[src/rtl/div_recon_mult.sv]
// rtl/div_recon_mult.sv - radix-2 shift-add rebuild of dividend = quotient * divisor + remainder
module div_recon_mult #(
  parameter int WIDTH = 8
) (
  input  logic                 clk,
  input  logic                 rst,
  input  logic                 start,
  input  logic [WIDTH-1:0]     quotient,
  input  logic [WIDTH-1:0]     divisor,
  input  logic [WIDTH-1:0]     remainder,
  output logic                 busy,
  output logic                 done,
  output logic [2*WIDTH-1:0]   dividend,
  output logic                 rem_err
);

  localparam int CW = (WIDTH > 1) ? $clog2(WIDTH) : 1;

  typedef enum logic [1:0] {IDLE, RUN, DONE} state_t;

  state_t             state;
  logic [WIDTH-1:0]   mplier;
  logic [2*WIDTH-1:0] mcand;
  logic [2*WIDTH-1:0] acc;
  logic [CW-1:0]      count;
  logic               err_q;
  logic [2*WIDTH-1:0] acc_next;

  // The remainder seeds the accumulator, so the addend costs no extra cycle.
  always_comb begin
    acc_next = acc;
    if (mplier[0]) acc_next = acc + mcand;
  end

  always_ff @(posedge clk or negedge rst) begin
    if (!rst) begin
      state    <= IDLE;
      mplier   <= '0;
      mcand    <= '0;
      acc      <= '0;
      count    <= '0;
      err_q    <= 1'b0;
      busy     <= 1'b0;
      done     <= 1'b0;
      dividend <= '0;
      rem_err  <= 1'b0;
    end else begin
      case (state)
        IDLE: begin
          if (start) begin
            mplier <= quotient;
            mcand  <= {{WIDTH{1'b0}}, divisor};
            acc    <= {{WIDTH{1'b0}}, remainder};
            count  <= '0;
            err_q  <= (divisor == '0) || (remainder >= divisor);
            busy   <= 1'b1;
            state  <= RUN;
          end
        end
        RUN: begin
          acc    <= acc_next;
          mcand  <= mcand << 1;
          mplier <= mplier >> 1;
          count  <= count + 1'b1;
          if (count == CW'(WIDTH - 1)) begin
            state    <= DONE;
            busy     <= 1'b0;
            done     <= 1'b1;
            dividend <= acc_next;
            rem_err  <= err_q;
          end
        end
        DONE: begin
          done  <= 1'b0;
          state <= IDLE;
        end
        default: state <= IDLE;
      endcase
    end
  end

endmodule

[config.mk]
export PLATFORM = sky130hd
export DESIGN_NAME = div_recon_mult
export DESIGN_NICKNAME = d
export VERILOG_FILES = /design/src/rtl/div_recon_mult.sv
export SDC_FILE = /design/constraint.sdc
export NUM_CORES = 1
export LEC_CHECK = 0
export ABC_CLOCK_PERIOD_IN_PS = 6500
export BUFFER_PORTS_ARGS = -buffer_cell sky130_fd_sc_hd__clkbuf_2
export CAP_MARGIN = 20
export CORE_MARGIN = 3
export CORE_UTILIZATION = 60
export DETAILED_ROUTE_END_ITERATION = 8
export PLACE_DENSITY = 0.82
export SYNTH_ARGS = -nofsm -noshare
export SYNTH_HDL_FRONTEND = slang
export SYNTH_SLANG_ARGS = --single-unit
[constraint.sdc]
create_clock -name clk -period 6.5 [get_ports clk]
set_input_delay 0.325 -clock clk [delete_from_list [all_inputs] [get_ports clk]]
set_output_delay 0.325 -clock clk [all_outputs]
set_load 0.02 [all_outputs]
# Word level (Yosys, flattened, before mapping)
# Index checks and enable logic that the tools add are counted.
[word_totals]
regBits = 65
inputBits = 27
output_inout_bits = 19
elab_cells = 46
[op_classes]
add_sub_neg = 2
magnitude_cmp = 1
n_eq_ne = 5
muxes = 17
reduce_logical = 11
[op_table]
columns = ["operator", "count"]
rows = [
  ["one-hot mux 16 bit (2 select lines)", 2],
  ["two-way mux 16 bit", 3],
  ["adder 16 bit", 1],
  ["one-hot mux 8 bit (2 select lines)", 1],
  ["AND reduction 2 bit", 5],
  [">= comparator 8 bit", 1],
  ["zero test 8 bit", 1],
  ["two-way mux 8 bit", 1],
  ["one-hot mux 3 bit (2 select lines)", 1],
  ["two-way mux 2 bit", 2],
  ["inequality test 2 bit, second input constant", 2],
  ["one-hot mux 1 bit (2 select lines)", 2],
  ["one-hot mux 2 bit (2 select lines)", 1],
  ["nonzero test 2 bit", 2],
  ["adder 3 x 1 -> 3 bit, second input constant", 1],
  ["equality test 3 bit, second input constant", 1],
  ["two-way mux 1 bit", 3],
  ["two-way mux 3 bit", 1],
  ["AND reduction 3 bit", 1],
  ["equality test 2 x 1 -> 1 bit, second input constant", 1],
  ["equality test 2 bit, second input constant", 1],
  ["zero test 2 bit", 1],
  ["logical OR 1 bit", 1],
]

# Logic depth before layout (Yosys ltp)
[depth]
ltp_word = 3
depth_mapped = 9
mapped_depth_nobuf = 9

# Least setup slack after synthesis
# OpenSTA, ideal clock, no wires.
[synth_timing]
path_kind = "register -> register"
from = "register mcand[0]"
to = "register dividend[12]"
setup_time_ns = 0.077
t_arrival_ns = 2.219
t_required_ns = 6.423
setup_slack_ns = 4.204
stages_incl_launch_ff = 10
n_path_buf = 0
synth_period_minus_slack_ns = 2.296
cell_sequence = "dfrtp_1 > ha_1 > fa_1 > a21o_1 > a21oi_1 > o31ai_2 > a311oi_1 > xnor2_1 > mux2i_1 > a21oi_1"
[synth_between]
elab_chain_len = 2
[synth_lines]
columns = ["element", "line_no", "source"]
rows = [
  ["start, declared", "23", "logic [2*WIDTH-1:0] mcand;"],
  ["start signal, assigned", "52", "mcand <= {{WIDTH{1'b0}}, divisor};"],
  ["start signal, assigned", "62", "mcand <= mcand << 1;"],
  ["adder 16 bit", "32", "if (mplier[0]) acc_next = acc + mcand;"],
  ["two-way mux 16 bit", "32", ""],
  ["end signal, assigned", "69", "dividend <= acc_next;"],
  ["end, declared", "13", "output logic [2*WIDTH-1:0] dividend,"],
]
# No other way between the ends.
# A chain may end at the register's enable or synchronous reset.

# Final worst setup path
[layout_timing]
from = "register state[0]"
to = "register dividend[14]"
[layout_between]
elab_chain_len = 2
[layout_lines]
columns = ["element", "line_no", "source"]
rows = [
  ["start, declared", "21", "state_t state;"],
  ["start signal, assigned", "37", "state <= IDLE;"],
  ["start signal, assigned", "57", "state <= RUN;"],
  ["start signal, assigned", "66", "state <= DONE;"],
  ["equality test 2 x 1 -> 1 bit", "48", "case (state)"],
  ["AND reduction 2 bit (no source line)", "--", ""],
]
# No other way between the ends.

==> results <==
- The net count of the mapped netlist is 459.
- The adder and majority gate portion of the synthesized area is 9.13%.
- Once the clock tree was built, the setup fixing pass inserted 0 buffers.
- The category of the critical setup timing path is flop to flop.
- The tree built by TritonCTS fans out to 65 sinks.
- The initialized floorplan defines 27 standard-cell rows.
- The required arrival time at the worst endpoint is 6.79 ns.
- After routing the design area is 0.00412 mm2.
- The time the final worst path needs with I/O delays and setup is 2.91 ns.
- The worst-case hold slack is 0.133 ns.
- Routability-driven placement finished with a final weighted congestion of 0.875.
- The top cell types in the final layout, fill and taps aside, are sky130_fd_sc_hd__nand2_1 (86), sky130_fd_sc_hd__dfrtp_1 (65), sky130_fd_sc_hd__clkbuf_2 (45), sky130_fd_sc_hd__nor2_1 (37), sky130_fd_sc_hd__o21ai_0 (28).
- The average cell area after synthesis is 8.98 um2.
- In the final timing run, aggregate negative setup slack is 0 ns.
- The launching instance or port of the critical path is state[0].
- The total power density per cell area is 619 mW/mm2.
- 46 I/O pins were placed.
- The leakage power is 2.02 nW.
- The final net count is 501.
- The global-route met3 utilization is 5.43%.
- The number of global-route vias before repair is 3032.
- Of the cells placed in the final design, the portion with a size suffix greater than 1 is 15.9%.
- Summing all flip-flop and latch instances after layout gives 0.00163 mm2.
- In this design, the stage delay of the slowest critical-path cell is 0.79 ns.
- In this design, the critical path's most frequently occurring cell is sky130_fd_sc_hd__nand2_1.
- Counting distinct cell types in the post-synthesis netlist gives 42.
- The synthesized-area fraction occupied by and/or/nand/nor cells is 18.1%.
- Data on the critical path arrives at its endpoint at 3.20 ns.
- Leaving out filler cells and counting taps, the final layout contains 525.
- The count of synthesis-stage warnings from yosys is 0.
- Summing the areas of all xor and xnor instances in the mapped netlist gives 3.36% of the synthesized area.
- In this run the cell area measured after placement is 0.00392 mm2.
- The die is 84.0 um tall.
- The clock arrives with 0.0126 ns of skew.
- In this run the most used layer during global routing was met2.
- The number of routed nets with antenna violations is 0.
- The multi-input combinational cell area is 0.00191 mm2.
- The die covers 0.00705 mm2.
- Leaving out fill and tap cells, the most frequent cell in the layout is sky130_fd_sc_hd__nand2_1.
- The fraction of registers with async set or reset after synthesis is 100%.
- The final worst setup slack is 3.59 ns.
- Ranked by total cell area, the synthesized netlist is headed by sky130_fd_sc_hd__dfrtp_1 (45%), sky130_fd_sc_hd__nand2_1 (8.9%), sky130_fd_sc_hd__ha_1 (8.6%).
- The share of the synthesized area in the top cell type is 44.6%.
- Summed over all nets, the half-perimeter wirelength after detailed placement is 5800 um.
- The flow ran to the end, and the final reports show no timing, DRC or antenna violations.
- The global-route wire length before repair is 14000 um.
- Setup repair after global routing left no endpoint under its margin.
- The number of failing setup endpoints in the final timing report is 0.
- In this run, synthesis inferred 0 flip-flops with an integrated enable.
- The number of hold violations in the final report is 0.
- The post-synthesis sequential area ratio is 44.6%.
- Compared with the post-synthesis result, the final layout area differs by 13.0%.
- The number of violations of the max-capacitance limit is 0.
- The number of filler cells placed in the layout is 433.
- The cell family contributing the most delay on the critical path is simple AND/OR/NAND/NOR gates.
- No sink is reached through more buffers than the 2 on the longest clock path.
- The initial core utilization is 64.2%.
- The count of buffers added on input and output ports is 45.
- In the synthesized netlist, the number of instances is 406.
- The post-cts repair resize count is 0.
- Cells fill 72.6% of the core in the end.
- For the pin with the worst max-slew slack, the measured transition is 1.04 ns.
- The clock reaches the later pin of the worst-skew pair after 0.35 ns.
- The area of the mapped netlist is 0.00365 mm2.
- The compound-cell area share of the yosys netlist is 17.7%.
- The leftover overflow at the end of global routing is 0.
- OpenSTA, run right after detailed placement, puts the worst setup slack at 3.68 ns.
- The cell taking the most area after synthesis is sky130_fd_sc_hd__dfrtp_1.
- The reg-to-reg critical path startpoint is state[0].
- The routed wire length is 8330 um.
- The CTS tree is done.
- The via total after detailed routing is 3118.
- The repair_antennas step left the layout with diodes totalling 0.
- Traced cell by cell, the critical path runs through nor2b_1 > nand2_1 > inv_1 > nand3b_1 > mux2_2 > nand2_1.
- Timing would allow up to 0.344 GHz.
- The largest family of logic cells by synthesized area is simple AND/OR/NAND/NOR gates.
- The total track usage is 24.7%.
- The initial antenna violation count is 0.
- Global routing consumed, on the met2 layer, 41.0% of the routing resources.
- The CTS root buffer is sky130_fd_sc_hd__clkbuf_8.
- The number of pins with negative max-slew slack in the final report is 0.
- The number of clock buffers added by TritonCTS is 9.
- In this run the number of H-tree levels came out at 3.
- The share of synthesized area spent on multiplexers is 4.02%.
- The floorplan step defined a core boundary enclosing 0.00568 mm2.
- The maximum vdd ir drop is 0.279 mV.
- In this run, synthesis produced a sequential element count of 65.
- For this run, the leading register cell type out of synthesis is sky130_fd_sc_hd__dfrtp_1.
- The floorplan step set the die width to 84.0 um.
- The total instance count after detailed placement is 509.
- The number of DRC markers after the initial detailed-route iteration is 216.
- After detailed routing, the number of remaining DRC violations is 0.
- The cell with the largest stage delay on the worst path is sky130_fd_sc_hd__nor2b_1.
- Entering global routing, the biggest net connects 66 pins.
- The fraction of met1 tracks used by global routing is 31.5%.
- The routed wire length per instance is 15.9 um.
- The first detailed-routing pass took 4 iterations.
- The final worst-path cycle share is 44.7%.
- The worst setup path is captured at a flop.
- The count of hold buffers inserted by post-cts repair is 0.
- The worst setup path is launched from a flop.
- The number of buffer and inverter stages on the critical path is 1.
- In this run the worst path has a maximum fanout of 23.
- In this run the tightest slew margin relative to its limit is 30.4%.
- The mean number of vias per cell is 5.94.
- The classification of the worst-slack hold path is input pin to asynchronous set/reset pin.
- Clock-pin slew was measured on the worst setup and hold paths at 0.08 ns.
- Power comes to 2.55 mW.
-- cells in the mapped netlist, drive strengths merged (2+ instances only) --
master / count
a211oi: 2
a21o: 5
a21oi: 20
a22o: 6
a22oi: 6
a31oi: 17
and2: 2
and3: 3
buf: 4
clkbuf: 14
dfrtp: 65
ha: 25
inv: 12
mux2: 2
mux2i: 12
nand2: 86
nand2b: 3
nand3: 9
nand4: 2
nor2: 37
nor2b: 7
nor3: 4
nor4: 2
o21ai: 33
o41ai: 2
xnor2: 12
xor2: 2
-- area by class of cell --
class	count	area share, %
multi-input combinational	311	46.3
timing repair buffer	49	6.20
clock inverter	7	1.73
clock buffer	9	3.01
sequential	65	39.5
tap	72	2.19
inverter	12	1.09
-- power by group --
part | internal [mW] | total, mW | switching (mW)
Clock | 0.176 | 0.342 | 0.166
Combinational | 0.586 | 1.46 | 0.872
Sequential | 0.604 | 0.747 | 0.142
-- final timing paths --
| kind | slack [ns] | to | depth (start not counted) |
|---|---|---|---|
| worst max-delay path | 3.59 | dividend[14] | 6 |
| worst min-delay path | 0.13 | dividend[15] | 2 |
| worst max register to register | 3.59 | dividend[14] | 6 |
| worst min register to register | 0.49 | dividend[1] | 2 |
| max in group asynchronous | 5.84 | mcand[6] | 2 |
| min in group clk | 0.18 | mplier[7] | 3 |
-- state kept, by name, indices dropped and copies added, names as in the netlist --
register,count
acc,16
dividend,16
mcand,16
mplier,8
count,3
state,2
busy,1
done,1
err_q,1
rem_err,1
-- routing by layer --
metal,vias up,routed length [um],part of all wire (%)
met5,-,0,0
met4,0,138,1.7
met3,14,409,4.9
met2,75,4120,49
met1,1519,3660,44
li1,1510,-,-
-- kinds of logic after synthesis --
kind of cell	count (synthesis)
DFF	65
muxes	14
AOI/OAI and AO/OA	100
buffers and inverters	30
adders and majority gates	26
xor gates and xnor gates	14
and+or+nand+nor	157
(Power assumes the default switching activity.)
